--- src/rtl/mem_port_arbiter_pkg.sv ---
// ============================================================================
// Module      : mem_arb_pkg
// Description : Shared types and constants for the data-memory port arbiter.
// Revision    : 1.0 - initial release
// ============================================================================
`default_nettype none

package mem_arb_pkg;

    localparam int STARVE_CNT_W = 4;

    typedef enum logic [1:0] {
        IDLE = 2'd0,
        REQ  = 2'd1,
        RESP = 2'd2
    } arb_state_t;

    typedef enum logic {
        OWN_IF = 1'b0,
        OWN_EX = 1'b1
    } owner_t;

endpackage

`default_nettype wire

--- src/rtl/mem_port_arbiter.sv ---
// ============================================================================
// Module      : mem_port_arbiter
// Description : Shares one data-memory port between fetch (reads) and execute
//               (loads/stores); execute has priority, fetch is starvation-
//               protected. Optional statistics counters: MEM_ARB_STATS_EN.
// Revision    : 1.0 - initial release
// ============================================================================
`default_nettype none

module mem_port_arbiter
    import mem_arb_pkg::*;
#(
    parameter int STARVE_LIMIT = 4
) (
    input  logic        clk,
    input  logic        reset,

    input  logic        if_req,
    input  logic [31:0] if_addr,
    output logic        if_ready,
    output logic        if_rvalid,
    output logic [31:0] if_rdata,

    input  logic        ex_req,
    input  logic        ex_we,
    input  logic [31:0] ex_addr,
    input  logic [31:0] ex_wdata,
    input  logic [7:0]  ex_mask,
    output logic        ex_ready,
    output logic        ex_rvalid,
    output logic [31:0] ex_rdata,
    output logic        ex_stall,

    input  logic        flush,

`ifdef MEM_ARB_STATS_EN
    output logic [31:0] stat_if_cnt,
    output logic [31:0] stat_ex_cnt,
    output logic [31:0] stat_starve_cnt,
`endif

    output logic        mem_req,
    output logic        mem_we,
    output logic [31:0] mem_addr,
    output logic [31:0] mem_wdata,
    output logic [7:0]  mem_mask,
    input  logic        mem_gnt,
    input  logic        mem_rvalid,
    input  logic [31:0] mem_rdata
);

    localparam logic [STARVE_CNT_W-1:0] c_starve_limit = STARVE_CNT_W'(STARVE_LIMIT);

    arb_state_t              r_state;
    arb_state_t              w_state_nxt;
    owner_t                  r_owner;
    logic [STARVE_CNT_W-1:0] r_starve_cnt;
    logic                    r_drop;

    logic                    r_mem_req;
    logic                    r_mem_we;
    logic [31:0]             r_mem_addr;
    logic [31:0]             r_mem_wdata;
    logic [7:0]              r_mem_mask;

    logic                    w_idle;
    logic                    w_if_win;
    logic                    w_ex_win;
    logic                    w_forced;
    logic                    w_resp_valid;

    // Arbitration is only live in IDLE and out of reset, so readies never
    // glitch high while the async reset is held.
    always_comb begin
        w_idle   = (r_state == IDLE) && reset;
        w_if_win = w_idle && if_req && (!ex_req || (r_starve_cnt == c_starve_limit));
        w_ex_win = w_idle && ex_req && !w_if_win;
        w_forced = w_if_win && ex_req;
    end

    always_comb begin
        w_state_nxt = r_state;
        case (r_state)
            IDLE: begin
                if (w_if_win || w_ex_win) begin
                    w_state_nxt = REQ;
                end
            end
            REQ: begin
                if (mem_gnt) begin
                    w_state_nxt = r_mem_we ? IDLE : RESP;
                end
            end
            RESP: begin
                if (mem_rvalid) begin
                    w_state_nxt = IDLE;
                end
            end
            default: w_state_nxt = IDLE;
        endcase
    end

    always_ff @(posedge clk or negedge reset) begin
        if (!reset) begin
            r_state <= IDLE;
        end else begin
            r_state <= w_state_nxt;
        end
    end

    always_ff @(posedge clk or negedge reset) begin
        if (!reset) begin
            r_owner     <= OWN_EX;
            r_mem_req   <= 1'b0;
            r_mem_we    <= 1'b0;
            r_mem_addr  <= '0;
            r_mem_wdata <= '0;
            r_mem_mask  <= '0;
        end else if (w_if_win) begin
            r_owner     <= OWN_IF;
            r_mem_req   <= 1'b1;
            r_mem_we    <= 1'b0;
            r_mem_addr  <= if_addr;
            r_mem_wdata <= '0;
            r_mem_mask  <= '0;
        end else if (w_ex_win) begin
            r_owner     <= OWN_EX;
            r_mem_req   <= 1'b1;
            r_mem_we    <= ex_we;
            r_mem_addr  <= ex_addr;
            r_mem_wdata <= ex_wdata;
            r_mem_mask  <= ex_we ? ex_mask : 8'h00;
        end else if ((r_state == REQ) && mem_gnt) begin
            r_mem_req   <= 1'b0;
        end
    end

    always_ff @(posedge clk or negedge reset) begin
        if (!reset) begin
            r_starve_cnt <= '0;
        end else if (w_if_win) begin
            r_starve_cnt <= '0;
        end else if (w_ex_win && if_req && (r_starve_cnt != c_starve_limit)) begin
            r_starve_cnt <= r_starve_cnt + 1'b1;
        end
    end

    // A flush only matters once fetch owns an issued transaction; the memory
    // side still completes, only the response is swallowed.
    always_ff @(posedge clk or negedge reset) begin
        if (!reset) begin
            r_drop <= 1'b0;
        end else if (w_state_nxt == IDLE) begin
            r_drop <= 1'b0;
        end else if (flush && (r_owner == OWN_IF) && (r_state != IDLE)) begin
            r_drop <= 1'b1;
        end
    end

    assign w_resp_valid = (r_state == RESP) && mem_rvalid;

    assign if_ready  = w_if_win;
    assign ex_ready  = w_ex_win;
    assign ex_stall  = reset && ex_req && !w_ex_win;
    assign if_rvalid = w_resp_valid && (r_owner == OWN_IF) && !r_drop && !flush;
    assign ex_rvalid = w_resp_valid && (r_owner == OWN_EX);
    assign if_rdata  = mem_rdata;
    assign ex_rdata  = mem_rdata;

    assign mem_req   = r_mem_req;
    assign mem_we    = r_mem_we;
    assign mem_addr  = r_mem_addr;
    assign mem_wdata = r_mem_wdata;
    assign mem_mask  = r_mem_mask;

`ifdef MEM_ARB_STATS_EN
    logic [31:0] r_stat_if_cnt;
    logic [31:0] r_stat_ex_cnt;
    logic [31:0] r_stat_starve_cnt;

    always_ff @(posedge clk or negedge reset) begin
        if (!reset) begin
            r_stat_if_cnt     <= '0;
            r_stat_ex_cnt     <= '0;
            r_stat_starve_cnt <= '0;
        end else begin
            if (w_if_win) r_stat_if_cnt     <= r_stat_if_cnt + 32'd1;
            if (w_ex_win) r_stat_ex_cnt     <= r_stat_ex_cnt + 32'd1;
            if (w_forced) r_stat_starve_cnt <= r_stat_starve_cnt + 32'd1;
        end
    end

    assign stat_if_cnt     = r_stat_if_cnt;
    assign stat_ex_cnt     = r_stat_ex_cnt;
    assign stat_starve_cnt = r_stat_starve_cnt;
`else
    logic w_unused_forced;
    assign w_unused_forced = w_forced;
`endif

endmodule

`default_nettype wire

--- config.mk ---
export PLATFORM = sky130hd
export DESIGN_NAME = mem_port_arbiter
export DESIGN_NICKNAME = d
export VERILOG_FILES = /design/src/rtl/mem_port_arbiter_pkg.sv /design/src/rtl/mem_port_arbiter.sv
export SDC_FILE = /design/constraint.sdc
export NUM_CORES = 1
export LEC_CHECK = 0
export CORE_ASPECT_RATIO = 0.5
export CORE_MARGIN = 2
export CORE_UTILIZATION = 40
export DETAILED_ROUTE_END_ITERATION = 10
export PLACE_DENSITY = 0.93
export SLEW_MARGIN = 20
export SYNTH_ARGS = -nofsm -noshare
export SYNTH_HDL_FRONTEND = slang
export SYNTH_SLANG_ARGS = --single-unit
--- constraint.sdc ---
create_clock -name clk -period 5.2 [get_ports clk]
set_input_delay 0.52 -clock clk [delete_from_list [all_inputs] [get_ports clk]]
set_output_delay 0.52 -clock clk [all_outputs]
set_load 0.02 [all_outputs]
* Yosys cells after proc, flatten, opt, wreduce, memory -nomap -nowiden
Cells that the tools add are included.
Storage, ports and cells: register bits after elaboration 82, input bits 144, output and inout port bits 143, logic and storage cells 69
Operators by class: add/subtract/negate cells 1, eq/ne operators 4, mux-type cells 23, bitwise gates (word level) 1, reduce and logical (&&, ||, !) cells 31
Operators by type and width (count):
- $mux 32 | 4
- $mux 8 | 3
- $logic_and 1x1->1 | 17
- $mux 1 | 9
- $mux 2 | 4
- $mux 4 | 2
- $reduce_bool 2->1 | 4
- $pmux 2 s3 | 1
- $logic_not 1->1 | 5
- $add 4x1->4 const B | 1
- $eq 4x3->1 const B | 1
- $logic_not 2->1 | 2
- $ne 4x3->1 const B | 1
- $reduce_bool 3->1 | 1
- $eq 2x1->1 const B | 1
- $eq 2x2->1 const B | 1
- $logic_or 1x1->1 | 2
- $not 1->1 | 1

* Depth between registers and ports, before layout
depth in word-level cells 11, gate-level depth with buffers 7, gate-level depth less buffers 5

* Worst setup path after synthesis
OpenSTA, ideal clock, no wires.
kind reg-to-output, start point register r_starve_cnt[0], end point output port ex_ready, arrival 1.611 ns, required time 4.680 ns, slack 3.069 ns, cell stages (with the launch flop) 8, buffers on the path 2, cell sequence dfrtp_1 inv_1 ha_1 nand3b_1 a21oi_4 buf_4 buf_2 nor2_1
Between the ends: longest elaborated chain between the ends 5
RTL lines:
- start: declaration | line mem_port_arbiter.sv:57 | logic [STARVE_CNT_W-1:0] r_starve_cnt;
- start signal: assignment | line mem_port_arbiter.sv:144 | r_starve_cnt <= r_starve_cnt + 1'b1;
- $eq 4x3->1 | line mem_port_arbiter.sv:76 | w_if_win = w_idle && if_req && (!ex_req || (r_starve_cnt == c_starve_limit));
- $logic_or 1x1->1 | line mem_port_arbiter.sv:76
- $logic_and 1x1->1 | line mem_port_arbiter.sv:76
- named net if_ready | line mem_port_arbiter.sv:20 | output logic if_ready,
- $logic_not 1->1 | line mem_port_arbiter.sv:77 | w_ex_win = w_idle && ex_req && !w_if_win;
- $logic_and 1x1->1 | line mem_port_arbiter.sv:77
- end: declaration | line mem_port_arbiter.sv:29 | output logic ex_ready,
The timed path passes the listed nets, and every way through them passes these cells.

* Final worst setup path
start point input port ex_req, end point output port ex_stall
Between the ends: longest elaborated chain between the ends 7, elaborated cells on any way between the ends 9, classes of those cells 9 x reduce/logical
RTL lines:
- start: declaration | line mem_port_arbiter.sv:24 | input logic ex_req,
- $logic_not 1->1 | line mem_port_arbiter.sv:76
- $logic_or 1x1->1 | line mem_port_arbiter.sv:76
- $logic_and 1x1->1 | line mem_port_arbiter.sv:76
- $logic_not 1->1 | line mem_port_arbiter.sv:77
- $logic_and 1x1->1 | line mem_port_arbiter.sv:77
- $logic_not 1->1 | line mem_port_arbiter.sv:164 | assign ex_stall = reset && ex_req && !w_ex_win;
- $logic_and 1x1->1 (*) | line mem_port_arbiter.sv:164
- end: declaration | line mem_port_arbiter.sv:32 | output logic ex_stall,
Every way passes the cells marked *; elsewhere a longest branch is shown, timed or not.

==> impl_metrics.ini <==
[outcome]
outcome = finished clean

[clocking]
number_of_buffers_added_by_the_clock_tree_synthesis_step = 9
number_of_sinks_driven_by_the_clock_tree = 82
post-cts-setup-buffer-count = 0
clock_insertion_delay_worst_skew_ns = 0.33
postCtsHoldBufs = 0
cts_resized = 0
clkTransAtPathRegs_ns = 0.07
clockBufferDepth = 2
cts_tree = built
cts.htree.levels = 3
clock_tree_root_driver_cell = clkbuf_16

[floorplanning]
fp.dieArea_mm2 = 0.0119
overall_die_height_um = 78.2
core_area_mm2 = 0.0109
rows = 27
floorplan.io_pins = 287
floorplan.die.width_um = 152
initial_utilization_pct = 40.5

[routing]
drt_pass_1_iters = 5
drc = 0
avgViaCountPerCell = 4.82
initialDrtViolationCount = 162
drt_wl_total_um = 11800
antenna_violating_nets_post_route = 0
via_count = 3232
post_drt_wl_per_cell_um = 17.6

[synthesis]
synth_compound_gate_area_share_pct = 6.70
synth_mux_area_share_pct = 19.6
syn_nets = 549
post_synth_xor_xnor_area_pct = 0
synth_top_area_cell = dfrtp_1
yosysUniqueCellTypes = 34
synth_top_area_share_pct = 46.0
synthesis.yosys.warnings = 0
yosysSeqAreaShare_pct = 46.6
post-synth-top-count-cell = dfrtp_1
synth.ff_latch_count = 82
combinational_family_with_the_most_area_after_synthesis = multiplexers
synth.avg_cell_area_um2 = 10.9
synth_enable_flop_cells = 0
synth.top_cells.by_count = 81 x dfrtp_1, 77 x nand2_1, 68 x buf_4
synthSimpleGateAreaFrac_pct = 11.9
synth_cells = 403
syn_area_mm2 = 0.00441
cell_types_occupying_the_most_area_after_synthesis = dfrtp_1 46%, buf_4 12%, mux2_4 11%
synth_adder_area_share_pct = 0.568
synthFlopType = dfrtp_1
ys_async_sr_fraction_pct = 100

[sta]
hold_slack_ns = 0.0386
layout_min_cycle_time_ns = 3.47
setup_total_negative_slack_ns = 0
actual_transition_at_the_worst_max_transition_pin_ns = 0.967
finalHoldViolations = 0
period_share_pct = 66.8
max_slew_violation_total_from_the_final_report = 0
finalClockSkew_ns = 0.00832
setup_repair_after_global_routing_missed_its_margin = no
clock.fmax_mhz = 288
relative_slew_slack_pct = 35.4
setup_viol_count_final = 0
final_critical_path_setup_slack_ns = 1.73

[layout]
antenna_cells_inserted = 0
fraction_of_final_layout_cells_sized_beyond_drive_strength_1_pct = 17.1
final_net_count = 667
synthToLayoutAreaGrowth_pct = 40.2
filler_cell_count = 920
final_core_density_pct = 56.8

[placement]
dp_worst_setup_slack_ns = 1.70
place.gp.congestion = 0.779
numPortBuffers = 190
detailedPlacementHpwl_um = 8340

[critical_path]
critical_path_arrival_ns = 2.95
r2r.worst_path.cells = 6
critical_path_buf_inv_count = 2
cp_startpoint_kind = input pin
criticalPathCategory = in -> out
timing.critical_path.fanout_max = 41
critical_path_cell_count = 4
timing.critical_path.cells = clkdlybuf4s50_1 > nand4bb_4 > o211a_1 > clkdlybuf4s50_1
critical-path-slowest-cell = clkdlybuf4s50_1
critPathCaptureType = primary output
slowest_delay_ns = 0.74
critical_path.top_delay_family = buffers and inverters
worst_ep_required_time_ns = 4.68
path_common_cell = clkdlybuf4s50_1

[global_routing]
globalRoute.totalOverflow = 0
grt_max_degree = 77
grt_pass1_wl_um = 18100
via_count_of_the_first_global_routing_pass = 3470
grt.total_usage_pct = 19.1
antenna_violations_before_repair = 0

[power_and_ir_drop]
power-per-cell-area_mw_per_mm2 = 534
ir_drop_uv = 226
design_power_total_uw = 3300
power.static_leakage_uw = 0.00263

[hold_path]
hold_path_class = in -> async

[job]
maxCapViolations = 0
==> area by class of cell <==
type                            count  area (um2)  area share (%)
Timing Repair Buffer              195        1960            31.7
Sequential cell                    82        2050            33.2
Tap cell                          145         181            2.94
Clock buffer                       12         236            3.83
Multi-Input combinational cell    230        1720            27.9
Clock inverter                      3        17.5           0.284
Inverter                            3        11.3           0.182
==> sequential cells by signal, summed over array words and instances (netlist names) <==
| name | count |
|---|---|
| r_owner | 1 |
| mem_addr | 32 |
| mem_mask | 8 |
| r_drop | 1 |
| mem_we | 1 |
| mem_wdata | 32 |
| r_starve_cnt | 4 |
| r_state | 2 |
| mem_req | 1 |
==> path summary, 6_finish.rpt <==
check / start / to / slack, ns
min reg2reg: mem_req / mem_req / 0.49
min in group clk: mem_req / mem_req / 0.49
max in group asynchronous: reset / r_owner / 4.16
max reg2reg: r_starve_cnt[0] / mem_addr[1] / 2.45
max: ex_req / ex_stall / 1.73
min: reset / mem_wdata[6] / 0.04
==> through the flow <==
stage	instances	instance area [um2]
finish	670	6180
global route	670	6180
CTS	669	6150
detailed placement	654	5900
global placement	654	5900
floorplan	403	4410
==> routing by layer <==
metal  vias to the layer above  part of all wire (%)  global-route usage, %
met5                         -                     0                      0
met4                         0                   1.3                   5.28
met2                       118                    51                   33.6
met3                        14                   6.1                   6.74
met1                      1582                    42                   22.5
li1                       1518                     -                      -
==> report_power, final <==
group	switching (uW)	internal, uW	leakage, uW
combinational	727	904	0.00149
clock	244	320	0.000122
sequential	184	923	0.00102
==> worst register-to-register path, cell delays in order (launching register included) <==
cell      delay (ns)
dfrtp_1         0.41
inv_1           0.09
ha_1            0.18
nand3b_1        0.18
a21oi_4         0.58
buf_4           0.69
mux2_2          0.49
==> kinds of logic (layout without fill, tap and decap cells) <==
group | after synthesis | after routing
mux | 66 | 66
fa+ha+maj | 2 | 2
simple gates | 109 | 109
compound gates | 53 | 53
flops | 82 | 82
buf+inv | 91 | 213
==> placed cells by master, fill, tap and decap left out, types with 2 or more instances in the layout <==
cell type / netlist / layout
a21oi_1: 44 / 44
and3_1: 2 / 2
buf_4: 68 / 5
clkbuf_1: 4 / 3
clkbuf_16: 0 / 9
clkdlybuf4s50_1: 0 / 189
clkinv_2: 0 / 2
dfrtp_1: 81 / 81
ha_1: 2 / 2
inv_1: 3 / 3
mux2_2: 33 / 33
mux2_4: 32 / 32
nand2_1: 77 / 77
nand2b_1: 2 / 2
nand3_1: 11 / 11
nand3b_1: 3 / 3
nand4bb_4: 2 / 2
nor2_1: 5 / 5
o21ai_0: 2 / 2
(Power assumes the default switching activity.)
